File: config.mk
export PLATFORM = sky130hd
export DESIGN_NAME = fifo_wctl
export DESIGN_NICKNAME = d
export VERILOG_FILES = /design/src/rtl/fifo_wctl.sv
export SDC_FILE = /design/constraint.sdc
export NUM_CORES = 1
export LEC_CHECK = 0
export ABC_AREA = 1
export BUFFER_PORTS_ARGS = -buffer_cell sky130_fd_sc_hd__clkbuf_2
export CAP_MARGIN = 20
export CELL_PAD_IN_SITES_DETAIL_PLACEMENT = 1
export CELL_PAD_IN_SITES_GLOBAL_PLACEMENT = 2
export CORE_ASPECT_RATIO = 1.25
export CORE_MARGIN = 8
export CORE_UTILIZATION = 25
export CTS_BUF_LIST = sky130_fd_sc_hd__clkbuf_4 sky130_fd_sc_hd__clkbuf_8
export DETAILED_ROUTE_END_ITERATION = 8
export GPL_TIMING_DRIVEN = 0
export PLACE_DENSITY = 0.85
export SLEW_MARGIN = 25
export SYNTH_ARGS = -nofsm -noshare
export SYNTH_HDL_FRONTEND = slang
export SYNTH_SLANG_ARGS = --single-unit
export TNS_END_PERCENT = 100
File: constraint.sdc
create_clock -name wclk -period 1.8 [get_ports wclk]
set_clock_uncertainty 0.05 [all_clocks]
set_input_delay 0.09 -clock wclk [delete_from_list [all_inputs] [get_ports wclk]]
set_output_delay 0.09 -clock wclk [all_outputs]
set_load 0.02 [all_outputs]
File: src/rtl/fifo_wctl.sv
// Write-side pointer/flag controller for the dual-clock gray-pointer FIFO.
// Optional fill level and almost-full logic is built when FIFO_WCTL_LEVEL_EN is defined.
module fifo_wctl #(
   parameter int unsigned ADDRSIZE     = 4,
   parameter int unsigned AFULL_THRESH = (1 << ADDRSIZE) - 2
) (
   input  logic                wclk,
   input  logic                wresetb,
   input  logic                winc,
   input  logic [ADDRSIZE:0]   wq2_rptr,
   input  logic                wovf_clr,
   output logic [ADDRSIZE:0]   wptr,
   output logic [ADDRSIZE-1:0] waddr,
   output logic                wclken,
   output logic                wfull,
   output logic                walmost_full,
   output logic [ADDRSIZE:0]   wlevel,
   output logic                woverflow
);

   localparam int unsigned PW = ADDRSIZE + 1;

   logic [PW-1:0] wbin;
   logic [PW-1:0] wbinnext;
   logic [PW-1:0] wgraynext;
   logic [PW-1:0] rptr_full_cmp;
   logic          wfull_val;
   logic          woverflow_next;

   // Next-pointer and full-compare logic
   always_comb begin
      wclken         = winc & ~wfull;
      wbinnext       = wbin + PW'(wclken);
      wgraynext      = (wbinnext >> 1) ^ wbinnext;
      rptr_full_cmp  = {~wq2_rptr[ADDRSIZE:ADDRSIZE-1], wq2_rptr[ADDRSIZE-2:0]};
      wfull_val      = (wgraynext == rptr_full_cmp);
      woverflow_next = (winc & wfull) | (woverflow & ~wovf_clr);
   end

   assign waddr = wbin[ADDRSIZE-1:0];

   always_ff @(posedge wclk or negedge wresetb) begin
      if (!wresetb) begin
         wbin      <= '0;
         wptr      <= '0;
         wfull     <= 1'b0;
         woverflow <= 1'b0;
      end else begin
         wbin      <= wbinnext;
         wptr      <= wgraynext;
         wfull     <= wfull_val;
         woverflow <= woverflow_next;
      end
   end

`ifdef FIFO_WCTL_LEVEL_EN
   logic [PW-1:0] rbin_s;
   logic [PW-1:0] level_next;
   logic          afull_next;

   // Stale read pointer makes this level pessimistic (never under-reports)
   always_comb begin
      rbin_s = '0;
      for (int i = 0; i < int'(PW); i++) begin
         rbin_s[i] = ^(wq2_rptr >> i);
      end
      level_next = wbinnext - rbin_s;
      afull_next = (level_next >= PW'(AFULL_THRESH));
   end

   always_ff @(posedge wclk or negedge wresetb) begin
      if (!wresetb) begin
         wlevel       <= '0;
         walmost_full <= 1'b0;
      end else begin
         wlevel       <= level_next;
         walmost_full <= afull_next;
      end
   end
`else
   assign wlevel       = '0;
   assign walmost_full = 1'b0;
`endif

endmodule
==> results list, run 1 <==
- Violation count after the first detailed-route iteration: 13
- IR analysis of the VDD net gives a maximum drop of 0.6316 mV.
* Total Power Consumption: 0.001786 W
- Row generation in the floorplan step produced 21 rows.
- In this run the worst setup path terminates at wfull$_DFF_PN0_.
- First-pass GRT wire length: 3098 um
- Port buffering added 20 buffers.
- Clk_lat worst skew: 0.26 ns
- A synthesized cell averages 7.395 sq um.
* Number of vias per cell after detailed routing: 4.313
- Count of antenna diodes in the layout: 0
- Post-Place Cells: 148
- By startpoint and endpoint, the worst setup path is classified as reg2reg.
- Clock-pin slew was measured on the worst setup and hold paths at 0.07 ns.
- The longest clock path from root to sink contains 2 buffers.
- After routing the design area is 958.4 sq um.
* Proportion of layout cells with a drive suffix above 1: 41.27%
- Fillers: 345
- Remaining global-route overflow: 0
* I/O pin total: 27
- The final layout contains 138 nets.
- For this run, design rule violations remaining after detail routing come to 0.
- For this configuration, the core starts out at a cell density of 25.30%.
- For the finished layout, the period the worst path requires is 1.674 ns.
- The core region is 2601 sq um.
- The number of max-slew violations in the final report was 0.
* Final Wtd Congestion: 0.7149
- Final TNS setup: 0 ns
* Crit Reg-Reg Endpoint: wfull$_DFF_PN0_
* Post-synthesis sequential area ratio: 41.83%
- Tightest Hold Check Type: in2reg
* Cell taking the most area after synthesis: dfrtp_1
* Endpoint arrival time on the critical path: 1.81 ns
- Die footprint: 4541 sq um
- Startpoint of the most critical register-to-register path: wfull$_DFF_PN0_
* Post-detail-place hpwl: 1551 um
- Fin cells: 160
- The flow ran to the end, and the final reports show no timing, DRC or antenna violations.
* Via Count: 690
- Leading post-synthesis cells by cell area: dfrtp_1 (42%), nand2_1 (19%), nand3_1 (6.8%)
- Global-route total usage across every layer: 9.066%
- Die X: 61.89 um
* WL final: 1928 um
- First-pass DRT Iterations: 4
* TritonCTS clock tree: built
- DRT antenna net count: 0
* Vias in the first global route: 737
* Critical path data required time: 1.94 ns
* Antenna violations before repair: 0
- The die is 73.37 um tall.
- Synthesis handed over a netlist of 89 instances.
* Number of setup violations in the final report: 0
* Endpoint kind of the worst setup timing path: flip-flop
* Max-cap violation count: 0
- The cell area that synthesis handed to floorplanning was 658.1 sq um.
- The number of different library cells used by synthesis comes to 14.
* CTS H-Tree Depth: 1
* Fraction of post-synthesis cell area in the top cell type by area: 41.83%
- Setup slack on the worst reg-to-reg path comes out at 0.13 ns.
- Max FO, Critical Path: 3
- Avg WL per Cell: 12.05 um
- CTS placed an instance of clkbuf_4 at the clock tree root.
- Most frequent cells in the layout: nand2_1 (29), clkbuf_2 (20), buf_4 (12)
- Num Clock Sinks: 11
- Setup repair after global routing left no endpoint under its margin.
* Maximum number of pins on one net before global-route repair: 12
- In this run the cell area measured after placement is 840.8 sq um.
* Pleak: 0.5389 nW
- Maximum clock rate: 597.2 MHz
- Area growth syn-to-layout: 45.63%
- The number of cells on the worst reg-to-reg path is 12.
- Most common cell after layout, fill and taps aside: nand2_1
* Number of buffers created by CTS: 3
* Startpoint class of the critical path: flip-flop
- During synthesis, Yosys emitted a total of 0 warnings.
- Number of hold-slack violations in the final timing report: 0
* Power per cell area: 1863 nW/um^2
- The critical path starts at wfull$_DFF_PN0_.
* Synthesis-stage register bit count: 11
* Post-route fraction of the period consumed by the critical path: 93.02%
## cell families (layout without fill, tap and decap cells)
| group | count (synthesis) | after routing | synth area share, % |
|---|---|---|---|
| fa+ha+maj | 2 | 2 | 3.802 |
| buf+inv | 18 | 50 | 14.83 |
| compound gates | 1 | 1 | 0.7597 |
| simple gates | 56 | 56 | 38.21 |
| other cells | 1 | 6 | 0.5698 |
| flops | 11 | 11 | 41.82 |
## synth_stat cells
cell type and number:
o21ai_0 1, buf_6 1, inv_1 10, conb_1 1, nor2_1 3, buf_4 6
nand2_1 33, dfrtp_1 11, nand4_1 4, nand3b_1 2, nand3_1 9, inv_2 1
nand2_2 5, ha_1 2
## where the power goes
| group | switching [W] | internal [W] | total (W) |
|---|---|---|---|
| sequential | 0.0000942 | 0.000365 | 0.000459 |
| clock | 0.0000825 | 0.000101 | 0.000183 |
| combinational | 0.000691 | 0.000452 | 0.00114 |
## worst min path at each step
stage	from	end	slack, ns	cells past startpoint
3_3_place_gp	wresetb	wbin[2]$_DFF_PN0_	-0.06	1
4_1_cts	winc	woverflow$_DFF_PN0_	0.04	3
5_1_grt	winc	woverflow$_DFF_PN0_	0.05	3
3_5_place_dp	wresetb	wbin[2]$_DFF_PN0_	-0.06	1
6_report	winc	woverflow$_DFF_PN0_	0.04	3
2_1_floorplan	wresetb	wbin[0]$_DFF_PN0_	-0.26	0
## layout make-up
type,count,area [sq um],area share (%)
sequential,11,276.5,28.85
timing repair buffer,28,165.2,17.23
multi-input combinational,65,346.6,36.16
clock buffer,4,30.03,3.133
inverter,11,41.29,4.308
tap,34,42.54,4.439
buffer,7,56.30,5.875
## critical path, cell delays in order (launching register included)
cell and delay [ns]:
dfrtp_2 0.42, nor2_4 0.12, ha_4 0.16, buf_4 0.10, buf_4 0.10, nand3_1 0.10
nand2_1 0.08, nand2_1 0.09, nand2_1 0.10, nand3_1 0.07, nand2_1 0.08, nand2_1 0.05
nor2_1 0.07
## what timing repair did
action	in CTS	in global routing
hold buffers	2	0
buffers inserted	3	3
pin swaps	1	5
hold endpoints to repair	12	0
endpoints found under the setup margin	1	1
gates resized for setup	2	5
## routing by layer
metal	routed length (um)	vias up	track usage (%)	share of wire [%]
li1	-	340	-	-
met1	690	331	8.612	36
met2	1086	17	17.30	56
met3	117	2	1.576	6.1
met4	33	0	4.569	1.7
met5	0	-	0	0
## registers in the layout (all words and copies together) (netlist names)
signal     count
wbin           5
wptr           4
wfull          1
woverflow      1
## stage by stage
step	setup WS [ns]	utilization (%)	hold slack [ns]
3_5_place_dp	-0.02232	32.32	-0.06025
4_1_cts	0.01055	35.21	0.04055
6_report	0.1256	36.84	0.03828
2_1_floorplan	0.03697	-	-0.2556
3_3_place_gp	0.005443	32.32	-0.06420
5_1_grt	0.003141	36.84	0.04898
No activity file was read; power rests on OpenSTA's default activity.
==> inputs of run 2 (changes only) <==
Settings changed: CORE_MARGIN 8 to not set, GPL_TIMING_DRIVEN 0 to not set, MAX_ROUTING_LAYER set to met4.
==> results list, run 2 (same netlist as run 1, synthesis figures left out) <==
- Outcome: finished, final reports clean (unchanged)
* Worst IR Drop VDD: 0.6470 mV (was 0.6316 mV)
- The number of max-cap violations is 0 (unchanged).
* Post-route worst hold slack: 0.07322 ns (was 0.03828 ns)
- The total leakage power came to 0.5047 nW (was 0.5389 nW).
* Max FO, Critical Path: 5 (was 3)
* TritonCTS clock tree: built (unchanged)
- Layout Utilization: 37.65% (was 36.84%)
- The root buffer cell is clkbuf_4 (unchanged).
- Critical path start-end classification: reg2reg (unchanged)
* Fillers: 324 (was 345)
* Final Net Count: 131 (was 138)
- The cell area after layout is 923.4 sq um (was 958.4 sq um).
* Antenna violations before repair: 0 (unchanged)
- The minimum clock period after layout came to 1.736 ns (was 1.674 ns).
* CORE AREA: 2452 sq um (was 2601 sq um)
- DRT antenna net count: 0 (unchanged)
- Die X: 47.89 um (was 61.89 um)
- The number of max-slew violations in the final report came to 0 (unchanged).
* Endpoint kind of the worst setup timing path: flip-flop (unchanged)
- The count of cells along the worst register-to-register path was 12 (unchanged).
- The worst slack at placement is -0.05497 ns (was -0.02232 ns).
- The via density per instance is 4.401 (was 4.313).
* I/O pin total: 27 (unchanged)
- Maximum number of pins on one net before global-route repair: 12 (unchanged)
- The overall routed net length is 1763 um (was 1928 um).
- Endpoint arrival time on the critical path: 1.88 ns (was 1.81 ns)
- Starting density of the core: 26.84% (was 25.30%)
* CTS H-Tree Depth: 1 (unchanged)
- Fin cells: 152 (was 160)
- The launch point of the worst reg-to-reg path was wfull$_DFF_PN0_ (unchanged).
- Crit path launch: wfull$_DFF_PN0_ (unchanged)
* Proportion of layout cells with a drive suffix above 1: 41.18% (was 41.27%)
- The number of hold violations in the final report came to 0 (unchanged).
- The average wire length per cell after detail routing is 11.60 um (was 12.05 um).
- The critical path launch point type was a flip-flop (unchanged).
- Top Registers: wbin: 5 flops, wptr: 4 flops (unchanged)
- The detailed router's first-iteration violation count was 5 (was 13).
* Post-route fraction of the period consumed by the critical path: 96.47% (was 93.02%)
- The count of TritonRoute iterations in the first routing pass came to 2 (was 4).
* Remaining global-route overflow: 0 (unchanged)
- The worst reg-to-reg setup slack was 0.06 ns (was 0.13 ns).
- Max FFs per register: 5 (unchanged)
- DRC Markers: 0 (unchanged)
* Crit Reg-Reg Endpoint: wfull$_DFF_PN0_ (unchanged)
- The number of port buffers is 20 (unchanged).
* Post-DP Area: 783.3 sq um (was 840.8 sq um)
* Vias in the first global route: 581 (was 737)
- The relative area change from synthesis to final layout is 40.30% (was 45.63%).
* Overall die height: 59.37 um (was 73.37 um)
* Clk_lat worst skew: 0.26 ns (about the same)
- The power density over the cells was 1941 nW/um^2 (was 1863 nW/um^2).
- Worst Setup EP: wfull$_DFF_PN0_ (unchanged)
- Most common cell after layout, fill and taps aside: nand2_1 (unchanged)
* Final Wtd Congestion: 0.7143 (was 0.7149)
- The CTS buffer count is 3 (unchanged).
- The total routing resource utilization after global routing came to 12.42% (was 9.066%).
- The largest register by flop count is wbin (unchanged).
- The count of final setup violators is 0 (unchanged).
- Maximum clock rate: 575.9 MHz (was 597.2 MHz)
* Tightest Hold Check Type: in2reg (unchanged)
- Most frequent cells in the layout: nand2_1 (26), clkbuf_2 (20), nand2_2 (12) (was nand2_1 (29), clkbuf_2 (20), buf_4 (12)).
- Die footprint: 2843 sq um (was 4541 sq um)
* Count of antenna diodes in the layout: 0 (unchanged)
* Post-detail-place hpwl: 1305 um (was 1551 um)
- The clock sink count is 11 (unchanged).
- Critical path data required time: 1.95 ns (was 1.94 ns)
- Post-layout worst setup margin: 0.06363 ns (was 0.1256 ns)
- Via Count: 669 (was 690)
- The standard-cell row count came to 20 (was 21).
- First-pass GRT wire length: 2387 um (was 3098 um)
* Post-Place Cells: 140 (was 148)
* Maximum clock insertion buffer count: 2 (unchanged)
* Register clock-pin slew on the reported worst setup and hold paths: 0.07 ns (about the same)
==> run 2: metal layers <==
layer / track usage [%] / part of all wire, %
met1: 13.45 / 37
met4: 7.143 / 1.4
met2: 21.24 / 59
met5: - / 0
met3: 0.9146 / 2.0
==> run 2: what timing repair did <==
action	in CTS	in global routing
pin swaps	0	10
hold buffers	3	0
setup endpoints to repair	1	1
hold endpoints to repair	12	0
resized for setup	2	11
buffers inserted	2	3
==> run 2: stage by stage <==
step | setup TNS [ns] | power [W]
3_3_place_gp | 0 | 0.001327
3_5_place_dp | -0.05497 | 0.001370
4_1_cts | 0 | 0.001614
5_1_grt | -0.03951 | 0.001951
6_report | 0 | 0.001793
2_1_floorplan | 0 | 0.001128
==> run 2: final cells by class <==
type | count | area, sq um | share of cell area [%]
Clock buffer | 4 | 30.03 | 3.252
Inverter | 11 | 43.79 | 4.743
Multi-Input combinational cell | 65 | 364.1 | 39.43
Sequential cell | 11 | 276.5 | 29.95
Tap cell | 33 | 41.29 | 4.472
Timing Repair Buffer | 28 | 167.7 | 18.16
==> run 2: critical path, stage by stage, from the launching register on <==
cell and delay [ns]:
dfrtp_2 0.43, nor2_4 0.14, ha_4 0.17, ha_4 0.22, inv_4 0.06, nand2_2 0.05, nand2_2 0.07, nand2_2 0.04
nand2_1 0.07, nand3_1 0.08, nor2_1 0.13, nand2_1 0.06, nor2_1 0.10
==> run 2: where the power goes <==
group	internal, W	switching [W]
sequential	0.000364	0.000124
combinational	0.000440	0.000678
clock	0.000101	0.0000857
total	0.000905	0.000888
==> run 2: worst min-delay path by stage <==
| stage | startpoint | end | slack [ns] | cells past startpoint |
|---|---|---|---|---|
| floorplan | wresetb | wbin[0]$_DFF_PN0_ | -0.26 | 0 |
| global placement | wresetb | wptr[3]$_DFF_PN0_ | -0.06 | 1 |
| detailed placement | wresetb | wptr[3]$_DFF_PN0_ | -0.06 | 1 |
| CTS | wq2_rptr[2] | wfull$_DFF_PN0_ | 0.08 | 4 |
| global route | wq2_rptr[2] | wfull$_DFF_PN0_ | 0.13 | 4 |
| finish | wq2_rptr[2] | wfull$_DFF_PN0_ | 0.07 | 4 |
==> inputs of run 3 (changes only) <==
Settings changed: SETUP_SLACK_MARGIN set to 0.1.
==> results list, run 3 (same netlist as run 1, synthesis figures left out) <==
- The HPWL after detailed placement is 1289 um (was 1305 um).
* Hold Crit Depth: 3 (was 4)
* Number of buffers created by CTS: 3 (unchanged)
- The worst endpoint data arrival time was 1.80 ns (was 1.88 ns).
- Count of antenna diodes in the layout: 0 (unchanged)
- WL final: 1697 um (was 1763 um)
- The number of hold violations in the final report was 0 (unchanged).
- The final estimated routing congestion in global placement came to 0.7574 (was 0.7143).
- The portion of total power attributed to the clock network came to 10.9% (was 10.4%).
- The clock latency reported for the late side of the worst-skew pair came to 0.27 ns (was 0.26 ns).
- CORE AREA: 2452 sq um (unchanged)
* CTS H-Tree Depth: 1 (unchanged)
* Most common cell after layout, fill and taps aside: nand2_1 (unchanged)
- The post-route setup TNS is 0 ns (unchanged).
- Most frequent cells in the layout: nand2_1 (25), clkbuf_2 (20), nand2_2 (13) (was nand2_1 (26), clkbuf_2 (20), nand2_2 (12)).
* DRC Markers: 0 (unchanged)
- Global-route total usage across every layer: 13.57% (was 12.42%)
* Depth of the worst register-to-register path: 12 (unchanged)
* Register clock-pin slew on the reported worst setup and hold paths: 0.07 ns (about the same)
- Setup repair after global routing could not meet its margin everywhere.
* Via Count: 666 (was 669)
- Overall die height: 59.37 um (unchanged)
- Number of buffer cells added on primary ports: 20 (unchanged)
* Remaining global-route overflow: 0 (unchanged)
- Logic gate share of total power: 61.8% (was 62.4%)
* Time the worst path needs with I/O delays and setup: 1.649 ns (was 1.736 ns)
- Switching pwr: 0.0008835 W (was 0.0008877 W)
- Proportion of layout cells with a drive suffix above 1: 42.86% (was 41.18%)
* Fillers: 337 (was 324)
* TritonCTS clock tree: built (unchanged)
- The total leakage power came to 0.5034 nW (was 0.5047 nW).
* Top reg by flops: wbin (unchanged)
- The via count of the first global-routing pass was 579 (was 581).
- The type of the worst setup path was reg2reg (unchanged).
- Max FO, Critical Path: 5 (unchanged)
- The standard-cell row count is 20 (unchanged).
* Maximum number of pins on one net before global-route repair: 12 (unchanged)
- Cell Chain, Critical Path: nor2_4, ha_4, ha_4, inv_4, nand2_2, nand2_2, nand2_1, nand2_1, nand3_1, nor2_1, nand2_1, nor2_1 (was nor2_4, ha_4, ha_4, inv_4, nand2_2, nand2_2, nand2_2, nand2_1, nand3_1, nor2_1, nand2_1, nor2_1).
* Starting density of the core: 26.84% (unchanged)
- Slowest-stage cell, CP: dfrtp_2 (unchanged)
- The type of the most critical hold path is in2reg (unchanged).
* Post-route fraction of the period consumed by the critical path: 91.63% (was 96.47%)
* Max FFs per register: 5 (unchanged)
- The share of total power consumed by net switching came to 49.50% (was 49.52%).
* Power per cell area: 1933 nW/um^2 (was 1941 nW/um^2)
- The cell seen most often among critical-path stages is nand2_1 (was nand2_2).
* Maximum clock rate: 606.3 MHz (was 575.9 MHz)
- Max-cap violation count: 0 (unchanged)
- Post-route worst hold slack: 0.001802 ns (was 0.07322 ns)
- Outcome: finished, final reports clean (unchanged).
- Violation count after the first detailed-route iteration: 5 (unchanged)
- Internal: 0.0009013 W (was 0.0009050 W)
* I/O pin total: 27 (unchanged)
- DRT antenna net count: 0 (unchanged)
- Startpoint class of the critical path: flip-flop (unchanged)
* Maximum clock insertion buffer count: 2 (unchanged)
- The count of final setup violators was 0 (unchanged).
- The worst supply voltage drop on vdd was 0.7004 mV (was 0.6470 mV).
* First-pass GRT wire length: 2511 um (was 2387 um)
- Clock root buffer: clkbuf_4 (unchanged)
* Layout Utilization: 37.65% (unchanged)
* Number of vias per cell after detailed routing: 4.382 (was 4.401)
- The average wire length per cell after detail routing came to 11.16 um (was 11.60 um).
* First-pass DRT Iterations: 4 (was 2)
* Final max-slew violation count: 0 (unchanged)
- Area growth syn-to-layout: 40.30% (unchanged)
* Antenna violations before repair: 0 (unchanged)
- Num Clock Sinks: 11 (unchanged)
- The width of the chip was 47.89 um (unchanged).
- Endpoint kind of the worst setup timing path: flip-flop (unchanged)
- Die footprint: 2843 sq um (unchanged)
- Sequential fraction of design power: 27.3% (was 27.2%)
- Worst path max stage delay: 0.43 ns (about the same)
* Final Net Count: 131 (unchanged)
- Top Registers: wbin: 5 flops, wptr: 4 flops (unchanged).
- The required time of the worst setup path came to 1.95 ns (about the same).
## run 3: cell types whose count changed in the layout (fill, tap and decap cells not counted)
cell           before  now
dlygate4sd3_1       3    2
buf_4               5    6
nand2_1            26   25
nand2_2            12   13
## run 3: through the flow
stage	power (W)	cells	worst slack, ns	area, sq um
3_3_place_gp	0.001385	140	0.09745	795.8
3_5_place_dp	0.001414	140	0.08855	795.8
5_1_grt	0.001926	152	0.06178	923.4
2_1_floorplan	0.001168	94	0.1213	710.7
6_report	0.001785	152	0.1506	923.4
4_1_cts	0.001738	151	0.09239	888.4
## run 3: path summary, 6_finish.rpt
path                       slack, ns                 from                  end
max reg2reg                     0.15      wfull$_DFF_PN0_      wfull$_DFF_PN0_
min                            0.002                 winc  woverflow$_DFF_PN0_
max in group asynchronous       1.28              wresetb      wfull$_DFF_PN0_
min in group asynchronous       0.17              wresetb    wbin[3]$_DFF_PN0_
max                             0.15      wfull$_DFF_PN0_      wfull$_DFF_PN0_
min reg2reg                     0.49  woverflow$_DFF_PN0_  woverflow$_DFF_PN0_
## run 3: area by class of cell
class,count,area (sq um),area share (%)
Clock buffer,4,30.03,3.252
Inverter,11,43.79,4.743
Multi-Input combinational cell,65,366.6,39.70
Sequential cell,11,276.5,29.95
Tap cell,33,41.29,4.472
Timing Repair Buffer,28,165.2,17.89
## run 3: layer usage
metal | vias to the layer above | track usage (%) | share of wire [%]
met3 | 2 | 2.744 | 2.8
met4 | 0 | 7.143 | 1.6
met5 | - | - | 0
met1 | 320 | 14.91 | 39
met2 | 14 | 22.20 | 57
li1 | 330 | - | -
## run 3: power groups by stage
stage | Clock [W] | Combinational (W) | Sequential [W]
floorplan | 0 | 0.000579 | 0.000590
global placement | 0 | 0.000910 | 0.000476
detailed placement | 0 | 0.000929 | 0.000484
CTS | 0.000198 | 0.00106 | 0.000481
global route | 0.000206 | 0.00121 | 0.000506
finish | 0.000195 | 0.00110 | 0.000487
## run 3: critical path, delay by kind of cell (launching register included)
kind,cells,cell delay [ns]
AND/OR/NAND/NOR,9,0.67
flip-flops,1,0.43
adder cells (fa/ha/maj),2,0.38
buffers and inverters,1,0.07
## run 3: timing repair
action	4_1_cts	5_1_grt
pin swaps	4	5
hold buffers	2	0
endpoints found under the hold margin	12	0
resized for setup	2	9
endpoints found under the setup margin	1	1
setup buffers	5	1
gates cloned	0	0
